### src/rtl/sdram_mem_port.sv
// CPU-side port onto the SDRAM block interface: single-word loads/stores become
// 128-bit block reads and write-through read-modify-writes via a one-line buffer.
module sdram_mem_port #(
  parameter int BLOCK_BITS = 128,
  parameter int WORD_BITS  = 32,
  parameter int ADDR_BITS  = 26
) (
  input  logic                                        iclk,
  input  logic                                        ireset_n,
  input  logic                                        icpu_req,
  input  logic                                        icpu_we,
  input  logic [ADDR_BITS-1:0]                        icpu_addr,
  input  logic [WORD_BITS-1:0]                        icpu_wdata,
  input  logic [WORD_BITS/8-1:0]                      icpu_be,
  output logic [WORD_BITS-1:0]                        ocpu_rdata,
  output logic                                        ocpu_ready,
  output logic                                        ocpu_busy,
  output logic                                        oread_req,
  output logic [ADDR_BITS-$clog2(BLOCK_BITS/8)-1:0]   oread_address,
  input  logic [BLOCK_BITS-1:0]                       iread_data,
  input  logic                                        iread_ack,
  output logic                                        owrite_req,
  output logic [ADDR_BITS-$clog2(BLOCK_BITS/8)-1:0]   owrite_address,
  output logic [BLOCK_BITS-1:0]                       owrite_data,
  input  logic                                        iwrite_ack,
  input  logic                                        iin_use
);

  localparam int OFF_BITS = $clog2(BLOCK_BITS/8);
  localparam int WORDS    = BLOCK_BITS/WORD_BITS;
  localparam int SEL_BITS = $clog2(WORDS);
  localparam int TAG_BITS = ADDR_BITS - OFF_BITS;
  localparam int LANES    = WORD_BITS/8;

  typedef enum logic [2:0] {IDLE, RD_REQ, MERGE, WR_REQ, RESP} state_t;

  state_t state, state_next;

  logic                  cap_we;
  logic [TAG_BITS-1:0]   cap_tag;
  logic [SEL_BITS-1:0]   cap_sel;
  logic [WORD_BITS-1:0]  cap_wdata;
  logic [LANES-1:0]      cap_be;

  logic [BLOCK_BITS-1:0] buf_data;
  logic [TAG_BITS-1:0]   buf_tag;
  logic                  buf_valid;

  logic [BLOCK_BITS-1:0] merged;
  logic [WORD_BITS-1:0]  buf_word;
  logic [TAG_BITS-1:0]   req_tag;
  logic                  hit;
  logic                  rd_done;
  logic                  wr_done;
  logic                  unused_byte_bits;

  assign req_tag          = icpu_addr[ADDR_BITS-1:OFF_BITS];
  assign hit              = buf_valid && (buf_tag == req_tag);
  assign unused_byte_bits = ^icpu_addr[OFF_BITS-SEL_BITS-1:0];

  // An ack only counts while our own request is outstanding in the matching state.
  assign rd_done = (state == RD_REQ) && oread_req && iread_ack;
  assign wr_done = (state == WR_REQ) && owrite_req && iwrite_ack;

  always_comb begin
    merged   = buf_data;
    buf_word = '0;
    for (int unsigned w = 0; w < WORDS; w++) begin
      if (cap_sel == SEL_BITS'(w)) begin
        buf_word = buf_data[w*WORD_BITS +: WORD_BITS];
        for (int unsigned b = 0; b < LANES; b++) begin
          if (cap_be[b]) merged[w*WORD_BITS + b*8 +: 8] = cap_wdata[b*8 +: 8];
        end
      end
    end
  end

  always_ff @(posedge iclk) begin
    if (!ireset_n) state <= IDLE;
    else           state <= state_next;
  end

  always_comb begin
    state_next = state;
    unique case (state)
      IDLE: begin
        if (icpu_req) begin
          if (icpu_we) begin
            if (icpu_be == '0) state_next = RESP;
            else if (hit)      state_next = MERGE;
            else               state_next = RD_REQ;
          end else begin
            state_next = hit ? RESP : RD_REQ;
          end
        end
      end
      RD_REQ:  if (rd_done) state_next = cap_we ? MERGE : RESP;
      MERGE:   state_next = WR_REQ;
      WR_REQ:  if (wr_done) state_next = RESP;
      RESP:    state_next = IDLE;
      default: state_next = IDLE;
    endcase
  end

  always_comb begin
    ocpu_ready = (state == RESP);
    ocpu_busy  = (state != IDLE);
    ocpu_rdata = '0;
    if ((state == RESP) && !cap_we) ocpu_rdata = buf_word;
  end

  always_ff @(posedge iclk) begin
    if (!ireset_n) begin
      oread_req      <= 1'b0;
      owrite_req     <= 1'b0;
      oread_address  <= '0;
      owrite_address <= '0;
      owrite_data    <= '0;
      buf_valid      <= 1'b0;
    end else begin
      case (state)
        IDLE: if (icpu_req && (state_next == RD_REQ)) oread_address <= req_tag;
        RD_REQ: begin
          if (rd_done) begin
            oread_req <= 1'b0;
            buf_valid <= 1'b1;
          end else if (!oread_req && !iin_use) begin
            oread_req <= 1'b1;
          end
        end
        MERGE: begin
          owrite_address <= buf_tag;
          owrite_data    <= merged;
        end
        WR_REQ: begin
          if (wr_done)                      owrite_req <= 1'b0;
          else if (!owrite_req && !iin_use) owrite_req <= 1'b1;
        end
        default: ;
      endcase
    end
  end

  // Buffer contents and captured request need no reset: buf_valid gates their use.
  always_ff @(posedge iclk) begin
    if ((state == IDLE) && icpu_req) begin
      cap_we    <= icpu_we;
      cap_tag   <= req_tag;
      cap_sel   <= icpu_addr[OFF_BITS-1:OFF_BITS-SEL_BITS];
      cap_wdata <= icpu_wdata;
      cap_be    <= icpu_be;
    end
    if (rd_done) begin
      buf_data <= iread_data;
      buf_tag  <= cap_tag;
    end
    if (state == MERGE) buf_data <= merged;
  end

endmodule

### config.mk
export PLATFORM = sky130hd
export DESIGN_NAME = sdram_mem_port
export DESIGN_NICKNAME = d
export VERILOG_FILES = /design/src/rtl/sdram_mem_port.sv
export SDC_FILE = /design/constraint.sdc
export NUM_CORES = 1
export LEC_CHECK = 0
export BUFFER_PORTS_ARGS = -buffer_cell sky130_fd_sc_hd__buf_2
export CAP_MARGIN = 30
export CORE_ASPECT_RATIO = 1.2
export CORE_MARGIN = 4
export CORE_UTILIZATION = 34
export CTS_CLUSTER_SIZE = 40
export DETAILED_ROUTE_END_ITERATION = 10
export SETUP_SLACK_MARGIN = 0.05
export SLEW_MARGIN = 20
export SYNTH_ARGS = -nofsm -noshare
export SYNTH_HDL_FRONTEND = slang
export SYNTH_SLANG_ARGS = --single-unit
### constraint.sdc
create_clock -name iclk -period 9.6 [get_ports iclk]
set_input_delay 0.96 -clock iclk [delete_from_list [all_inputs] [get_ports iclk]]
set_output_delay 0.96 -clock iclk [all_outputs]
set_load 0.005 [all_outputs]
After elaboration in Yosys (flattened, before gate mapping)
Cells that the tools add are included.

Register bits after elaboration: 389.

Equal/unequal tests: 9. Multiplexer cells: 40. Reduce and logical (&&, ||, !) cells: 25.

Operators with widths (count): 32-bit 2-to-1 mux (9); 128-bit 2-to-1 mux (2); 8-bit 2-to-1 mux (16); 22-bit equality test (1); 3-bit 2-to-1 mux (7); 3-bit one-hot mux with 4 select lines (1); 1-bit logical AND (10); 2-bit AND reduction (4); 3-bit by 1-bit equality test with 1-bit output, second input constant (2); 3-bit by 2-bit equality test with 1-bit output, second input constant (2); 2-bit nonzero test (3); 2-bit equality test, second input constant (2); 1-bit zero test (4); 4-bit zero test (1); 1-bit 2-to-1 mux (4); 3-bit equality test, second input constant (1); 3-bit zero test (1); 3-bit nonzero test (1); 2-bit by 1-bit equality test with 1-bit output, second input constant (1); 2-bit zero test (1); 2-bit 2-to-1 mux (1).

Longest topological paths before layout
Gate-level depths: netlist of run 1.

Depth after elaboration: 10. Mapped depth: 7.

Least setup slack after synthesis of run 1
No wires, ideal clock.

Path kind: reg2reg. From: register state[0]. To: register buf_data[0], enable pin. Setup time: 1.115 ns. Arrival: 3.365 ns. Required time: 8.485 ns. Path slack: 5.121 ns. Stages on the path, launching flop included: 6. Buffers on the path: 3. Clock period less this slack: 4.479 ns. Path through: dfxtp_1 -> clkbuf_1 -> nand2b_1 -> clkbuf_1 -> clkbuf_1 -> nand2_1.

Cells in the longest elaborated chain, start to end: 4. Elaborated cells between the ends (all ways): 5. Classes of those cells: eq/ne (2); reduce/logical (3).

Ends and longest elaborated chain: start, declared (line 37) `state_t state, state_next;`; start signal, assigned (line 80) `else state <= state_next;`; 3-bit by 1-bit equality test with 1-bit output (line 62) `assign rd_done = (state == RD_REQ) && oread_req && iread_ack;`; 1-bit logical AND (2 in series) (line 62); 2-bit nonzero test (no line) *; end signal, assigned (line 154) `buf_data <= iread_data;`; end signal, assigned (line 157) `if (state == MERGE) buf_data <= merged;`; end, declared (line 45) `logic [BLOCK_BITS-1:0] buf_data;`.

Mark *: on every way between the ends. The rest lies on a longest branch, timed or not. A chain may end at the register's enable or synchronous reset.

Worst setup path after layout of run 1
From: register cap_sel[1]. To: output port ocpu_rdata[2].

Cells in the longest elaborated chain, start to end: 6. Elaborated cells between the ends (all ways): 9. Classes of those cells: eq/ne (3); mux (5); reduce/logical (1).

Ends and longest elaborated chain: start, declared (line 41) `logic [SEL_BITS-1:0] cap_sel;`; start signal, assigned (line 149) `cap_sel <= icpu_addr[OFF_BITS-1:OFF_BITS-SEL_BITS];`; 2-bit zero test (line 69) `if (cap_sel == SEL_BITS'(w)) begin`; 32-bit 2-to-1 mux (3 in series) (line 69); 32-bit 2-to-1 mux * (line 69); 32-bit 2-to-1 mux * (line 109) `if ((state == RESP) && !cap_we) ocpu_rdata = buf_word;`; end, declared (line 15) `output logic [WORD_BITS-1:0] ocpu_rdata,`.

Marked as above.

==> reports/metrics.cfg, run 1 <==
[outcome]
status = finished clean

[floorplan]
die_h_um = 248.9
die_w_um = 208.8
io_pins = 405
start_util = 0.3426
rows = 88
fp.dieArea_mm2 = 0.05197
core-area_mm2 = 0.04801

[sta]
setup-tns-final_ps = 0
rsz0062_at_grt = false
hold_viol_final = 0
maxSlewViolCount = 0
worstMarginPinSlew_ps = 900.7
timing.final.crit_share = 0.3546
skew_ps = 17.11
fmax_mhz = 293.8
finalWorstSetupSlack_ps = 6196
fin_crit_ps = 3404
timing.slew.headroom = 0.3995
setup_viol = 0

[synth]
synth.area.mux_share = 0.04382
ys_types = 42
synth_top_cell_by_area = edfxtp_1
synth_seq_area_share = 0.6019
syn_area_mm2 = 0.01645
synth_xor_area_frac = 0.01172
synth_top_area_frac = 0.3853
synthSimpleGateAreaFrac = 0.2092
synth.avg_cell_area_um2 = 10.22
synth_seq_cells = 389
synth_compound_area_frac = 0.1059
synthCells = 1609
synth_nets = 1806
ys_async_sr_fraction = 0
yosys-top-cells-area = edfxtp_1 (39%), dfxtp_1 (22%), nor2_1 (7.4%)
synth_top_family_by_area = simple AND/OR/NAND/NOR gates
synth_edf_count = 211
synth_common_cells = nor2_1 (326), nand2_1 (248), edfxtp_1 (211), dfxtp_1 (178), o21ai_1 (79)
ys.warnings.count = 0
synth_fa_ha_area_frac = 0
synth_most_common_cell = nor2_1
ys.flop_type = edfxtp_1

[worst_hold_path]
min_from = cap_tag[1]
worst_hold_path_type = flip-flop to flip-flop

[clock_tree]
cts_sinks = 389
cts_max_level = 2
cts_tree = built
numCtsBuffers = 42
hold_buffers = 0
clk_latency_ps = 560
cts_setup_buffers = 0
cts_root_buffer = clkbuf_16
cts.reportedPaths.clkPinSlew_ps = 60
ctsResizeCount = 0
clockBufferDepth = 3

[place]
dp_cells = 2552
gp_congestion = 0.8483
port_buffers = 402
hpwl_mm = 37.25
pre_cts_slack_ps = 6314

[worst_setup_path]
startpoint = cap_sel[1]
end_kind = output port
worstPathRequired_ps = 8640
worst_setup_path_start_kind = flip-flop
r2r-start = state[2]
critPathKind = flip-flop to output port
arrival_ps = 2440
cp_max_fo = 22

[pwr]
power.internal_mw = 2.894
p_sw_uw = 865.5
clockPowerShare = 0.443
switching_share = 0.2302
power_density_mw_per_mm2 = 183.4
p_leak_nw = 8.785
p_total_mw = 3.760
combPwrFrac = 0.070
seqPwrFrac = 0.488
worst_ir_drop_vdd_uv = 145.9

[routing]
vias = 13620
drc = 0
wl_mm = 54.64
antenna_left = 0
drt-initial-drc-count = 931
wire_per_inst_um = 20.67
vias_per_cell = 5.155
firstDrtPassIters = 5

[grt]
overflow = 0
grt_pass1_vias = 13730
grt.total_usage = 0.2018
grt_max_degree = 119
grt_pass1_wl_mm = 82.46
grt_antenna_before_repair = 15

[layout]
nNetsFinal = 2167
drive_gt1_frac = 0.2615
fillers = 4728
syn_to_final_growth_pct = 24.68
layout.cells.non_filler = 2643

[job]
maxCapViolCount = 0

## cell families (layout without fill, tap and decap cells)
logic type                after synthesis  in the layout
buffers and inverters                 109            504
xor gates and xnor gates               22             22
other                                   0              9
DFF                                   389            389
and+or+nand+nor                       778            778
muxes                                  32             32
AOI/OAI and AO/OA                     279            279
## worst paths after layout
check	end	slack [ps]	cells after the start
worst max-delay path	ocpu_rdata[2]	6200	5
worst min-delay path	buf_tag[1]	420	0
worst max register to register	buf_data[65]	6310	6
worst min register to register	buf_tag[1]	420	0
## layout make-up
type                            instances  area, um2  share of cell area
Antenna cell                            9      22.52            0.001098
Clock buffer                           57       1157             0.05644
Clock inverter                         21      244.0             0.01190
Inverter                                5      20.02           0.0009763
Multi-Input combinational cell       1111       6113              0.2981
Sequential cell                       389       9899              0.4828
Tap cell                              630      788.3             0.03844
Timing Repair Buffer                  421       2260              0.1102
## layer usage
metal	track usage	up-vias	share of wire	routed length (um)
met5	0	-	0.0021	115
met2	0.3323	510	0.48	26070
met4	0.06005	16	0.026	1397
li1	-	6397	-	-
met3	0.05983	100	0.081	4415
met1	0.2582	6601	0.41	22640
## stage by stage
step                      hold slack (ps)  area, um2    util
after floorplan                     400.3      16450       -
after CTS                           418.9      20410  0.4251
after detailed placement            404.5      19010  0.3960
after global placement              400.0      18920  0.3941
final                               418.5      20500  0.4271
after global routing                419.3      20490  0.4268
## critical path: stages (launching register included)
cell      delay (ps)
edfxtp_1         330
buf_4            400
buf_12           280
mux4_2           520
nor2b_1          160
buf_2            160
## state kept, by name (all words and copies together) (netlist names)
register / cells
state: 3
cap_we: 1
owrite_address: 22
owrite_data: 128
oread_req: 1
cap_be: 4
owrite_req: 1
oread_address: 22
cap_sel: 2
cap_tag: 22
buf_valid: 1
buf_data: 128
cap_wdata: 32
buf_tag: 22
## power by group through the flow
stage                     registers, mW  clock network, mW  logic [mW]
after floorplan                    1.86                  0       0.141
after global placement             1.87                  0       0.258
after detailed placement           1.87                  0       0.264
after CTS                          1.83               1.70       0.265
after global routing               1.84               1.77       0.289
final                              1.83               1.66       0.263
## cells in the final DEF (no fill, tap or decap), types with 4 or more instances in the layout
| cell type | count |
|---|---|
| buf_2 | 402 |
| a21oi_1 | 4 |
| clkinv_1 | 7 |
| clkbuf_16 | 42 |
| bufinv_16 | 5 |
| a211oi_1 | 32 |
| nor2_1 | 326 |
| clkinv_2 | 6 |
| o21ai_1 | 79 |
| o21ai_0 | 50 |
| buf_4 | 12 |
| xor2_1 | 15 |
| a32o_1 | 22 |
| nand2_1 | 247 |
| mux4_2 | 32 |
| edfxtp_1 | 211 |
| nor2b_1 | 66 |
| and2_1 | 35 |
| a31oi_1 | 66 |
| clkbuf_1 | 10 |
| a21boi_1 | 22 |
| dfxtp_1 | 178 |
| clkbuf_8 | 5 |
| xnor2_1 | 7 |
| nor4_1 | 4 |
| and3_1 | 68 |
| nor3_1 | 4 |
| inv_1 | 4 |
| diode_2 | 9 |
| nand3_1 | 6 |
Power figures use the tool's default switching activity.
==> run 2, diff against run 1 <==
==> constraint.sdc (replaced) <==
create_clock -name iclk -period 3.5 [get_ports iclk]
set_input_delay 0.35 -clock iclk [delete_from_list [all_inputs] [get_ports iclk]]
set_output_delay 0.35 -clock iclk [all_outputs]
set_load 0.005 [all_outputs]
==> reports/metrics.cfg, run 2 (synthesis results as in run 1) <==
[clock_tree]
cts.reportedPaths.clkPinSlew_ps = 60
cts_root_buffer = clkbuf_16
numCtsBuffers = 43
ctsResizeCount = 0
hold_buffers = 55
cts_setup_buffers = 0
cts_sinks = 389
clockBufferDepth = 3
cts_max_level = 2
cts_tree = built
clk_latency_ps = 570

[grt]
grt.total_usage = 0.2032
grt_pass1_wl_mm = 83.49
grt_antenna_before_repair = 12
overflow = 0
grt_pass1_vias = 14130
grt_max_degree = 124

[floorplan]
rows = 88
die_h_um = 248.9
core-area_mm2 = 0.04801
start_util = 0.3426
die_w_um = 208.8
fp.dieArea_mm2 = 0.05197
io_pins = 405

[sta]
skew_ps = 19.28
finalWorstSetupSlack_ps = 600.9
setup_viol = 0
maxSlewViolCount = 0
fin_crit_ps = 2899
setup-tns-final_ps = 0
rsz0062_at_grt = false
timing.final.crit_share = 0.8283
fmax_mhz = 344.9
fin_hold_ws_ps = 36.95
timing.slew.headroom = 0.4787
worstMarginPinSlew_ps = 782.0
hold_viol_final = 0

[routing]
vias = 13750
drt-initial-drc-count = 915
drc = 0
wire_per_inst_um = 20.27
firstDrtPassIters = 5
vias_per_cell = 5.079
wl_mm = 54.88
antenna_left = 0

[layout]
top_regs = buf_data x128, owrite_data x128, cap_wdata x32
regArea_mm2 = 0.009899
multi_input_area_mm2 = 0.006122
nNetsFinal = 2231
final_area_mm2 = 0.02118
drive_gt1_frac = 0.2600
syn_to_final_growth_pct = 28.79
fillers = 4591
layout.cells.most_common_list = buf_2 (401), nor2_1 (326), nand2_1 (247)
final_common_cell = buf_2

[pwr]
worst_ir_drop_vdd_uv = 346.9
p_total_mw = 10.60
p_leak_nw = 9.076
power_density_mw_per_mm2 = 500.5

[worst_hold_path]
worst_hold_path_type = primary input to flip-flop

[worst_setup_path]
arrival_ps = 2550
worst_setup_path_start_kind = flip-flop
end_kind = output port
worstPathRequired_ps = 3150
critPathKind = flip-flop to output port
cp_max_fo = 20

[job]
maxCapViolCount = 0

[place]
pre_cts_slack_ps = 671.5
port_buffers = 402
hpwl_mm = 38.01
gp_congestion = 0.8694
place_area_mm2 = 0.01911

[outcome]
status = finished clean

[run 2: final timing paths]
kind	slack (ps)	from	cells after the start	to
worst min-delay path	40	icpu_addr[4]	1	cap_tag[0]
worst max register to register	820	cap_sel[0]	5	buf_data[11]
worst max-delay path	600	cap_sel[0]	4	ocpu_rdata[10]
worst min register to register	410	cap_tag[7]	0	buf_tag[7]
[run 2: power by group]
group          switching [mW]  internal [mW]  total, mW
sequential             0.0844           4.95       5.04
clock                    1.91           2.89       4.80
combinational           0.431          0.331      0.762
[run 2: cell type report]
class,count,share of cell area
clock buffer,57,0.05718
clock inverter,23,0.01365
inverter,5,0.0009452
multi-input combinational,1111,0.2890
timing repair buffer,484,0.1336
sequential,389,0.4674
tap,630,0.03722
antenna,8,0.0009452
[run 2: routing by layer]
| layer | GRT usage | share of wire | up-vias |
|---|---|---|---|
| met1 | 0.2507 | 0.41 | 6634 |
| met4 | 0.06844 | 0.033 | 10 |
| met5 | 0 | 0.0010 | - |
| met2 | 0.3461 | 0.49 | 480 |
| li1 | - | - | 6513 |
| met3 | 0.05404 | 0.073 | 113 |
[run 2: critical path, cell delays in order (launching register included)]
cell      delay [ps]
edfxtp_1         850
buf_4            450
mux4_2           360
nor2b_1          160
buf_2            160
[run 2: per-stage QoR]
step / utilization / instances
floorplan: - / 1609
global placement: 0.3981 / 2564
detailed placement: 0.3981 / 2564
CTS: 0.4408 / 2699
global route: 0.4410 / 2703
finish: 0.4412 / 2707
==> run 3, diff against run 2 <==
==> constraint.sdc (replaced) <==
create_clock -name iclk -period 2.3 [get_ports iclk]
set_input_delay 0.23 -clock iclk [delete_from_list [all_inputs] [get_ports iclk]]
set_output_delay 0.23 -clock iclk [all_outputs]
set_load 0.005 [all_outputs]
==> reports/metrics.cfg, run 3 (synthesis results as in run 1) <==
[routing]
drc = 0
firstDrtPassIters = 5
antenna_left = 0
drt-initial-drc-count = 982
vias_per_cell = 5.080
wire_per_inst_um = 20.23
vias = 14460
wl_mm = 57.60

[layout]
layout.cells.non_filler = 2847
multi_input_area_mm2 = 0.006162
nNetsFinal = 2374
syn_to_final_growth_pct = 38.66
top_regs = buf_data x128, owrite_data x128, cap_wdata x32
layout.cells.most_common_list = buf_2 (401), nor2_1 (326), nand2_1 (242)
fillers = 4467
final_area_mm2 = 0.02280
final_util = 0.4750
regArea_mm2 = 0.009901
final_common_cell = buf_2
drive_gt1_frac = 0.2637

[place]
hpwl_mm = 38.64
place_area_mm2 = 0.01945
gp_congestion = 0.8734
dp_cells = 2586
port_buffers = 402

[sta]
timing.final.crit_share = 1.011
skew_ps = 25.43
hold_viol_final = 0
worstMarginPinSlew_ps = 761.1
fmax_mhz = 429.9
fin_crit_ps = 2326
timing.slew.headroom = 0.4926
maxSlewViolCount = 0
setup_viol = 10
setup-tns-final_ps = -131.9
rsz0062_at_grt = true
finalWorstSetupSlack_ps = -26.20

[worst_setup_path]
setup.worst_path.end = ocpu_rdata[25]
crit_path_top_delay_cell = mux4_2
crit_family = buffers and inverters
r2r_slack_ps = 140
cp.depth = 5
startpoint = cap_sel[1]
cp_max_fo = 5
critPathBufInv = 3
path_cells = buf_4 -> clkbuf_16 -> mux4_2 -> nor2b_1 -> buf_2
max_stage_delay_ps = 490
critPathKind = flip-flop to output port
worstPathRequired_ps = 2070
arrival_ps = 2100
r2r_end = buf_data[74]
r2r-start = cap_sel[0]
end_kind = output port
worst_setup_path_start_kind = flip-flop
reg2reg_depth = 6

[grt]
grt_antenna_before_repair = 7
grt_pass1_vias = 14940
overflow = 0
grt_max_degree = 105
grt.total_usage = 0.2109
grt_pass1_wl_mm = 86.80

[clock_tree]
cts_sinks = 389
cts_max_level = 2
clk_latency_ps = 570
cts_tree = built
numCtsBuffers = 42
cts.reportedPaths.clkPinSlew_ps = 60
clockBufferDepth = 3
cts_root_buffer = clkbuf_16

[floorplan]
io_pins = 405
die_w_um = 208.8
start_util = 0.3426
rows = 88
core-area_mm2 = 0.04801
die_h_um = 248.9
fp.dieArea_mm2 = 0.05197

[job]
maxCapViolCount = 0

[pwr]
worst_ir_drop_vdd_uv = 505.8
power_density_mw_per_mm2 = 705.3
p_leak_nw = 9.784

[worst_hold_path]
worst_hold_path_type = primary input to flip-flop
holdPathStages = 3

[outcome]
status = complete, but fails checks
violations = negative setup slack

## run 3: cell types whose count changed in the layout (fill, tap and decap cells not counted), sizes merged
cell | previous run | this run
buf | 429 | 459
dlygate4sd3 | 55 | 167
diode | 8 | 6
bufinv | 6 | 2
clkbuf | 57 | 64
clkinv | 13 | 10
## run 3: repair_timing
action / 4_1_cts / 5_1_grt
endpoints found under the hold margin: 190 / 0
gates cloned: 2 / 2
pin swaps: 0 / 1
buffers inserted: 5 / 1
gates resized for setup: 11 / 13
setup endpoints to repair: 32 / 70
hold buffers: 167 / 0
## run 3: cell type report
type	instances	share of cell area
Inverter	5	0.0009877
Clock buffer	62	0.05569
Tap cell	630	0.03457
Antenna cell	6	0.0006584
Clock inverter	16	0.006914
Timing Repair Buffer	628	0.1968
Sequential cell	389	0.4342
Multi-Input combinational cell	1111	0.2702
## run 3: how the worst min path moves through the flow
stage	to	slack [ps]	startpoint
finish	buf_data[74]	20	iread_data[74]
global route	buf_data[75]	20	iread_data[75]
CTS	buf_data[74]	0.4	iread_data[74]
detailed placement	buf_tag[14]	410	cap_tag[14]
global placement	buf_tag[8]	400	cap_tag[8]
floorplan	cap_be[0]	330	icpu_be[0]
## run 3: worst min-delay path: stages
cell and delay (ps):
buf_2 80, nor2_1 30, nor2_1 110
## run 3: power breakdown
part	total (mW)	switching (mW)	internal, mW
Sequential	7.66	0.124	7.53
Clock	6.98	2.90	4.08
Combinational	1.45	0.732	0.719
Total	16.1	3.76	12.3
## run 3: metrics by stage
stage	setup slack [ps]	power [mW]	hold WS [ps]
after floorplan	55.15	8.356	328.9
after global placement	226.6	8.938	400.8
after detailed placement	258.0	8.960	405.2
after CTS	-68.16	16.22	0.4485
after global routing	-118.8	16.64	25.00
final	-26.20	16.08	21.09
## run 3: per-layer routing
metal | vias up | part of all wire | global-route usage
met5 | - | 0.00023 | 0
li1 | 6800 | - | -
met2 | 576 | 0.49 | 0.3664
met4 | 2 | 0.036 | 0.07609
met3 | 125 | 0.079 | 0.05593
met1 | 6961 | 0.39 | 0.2516
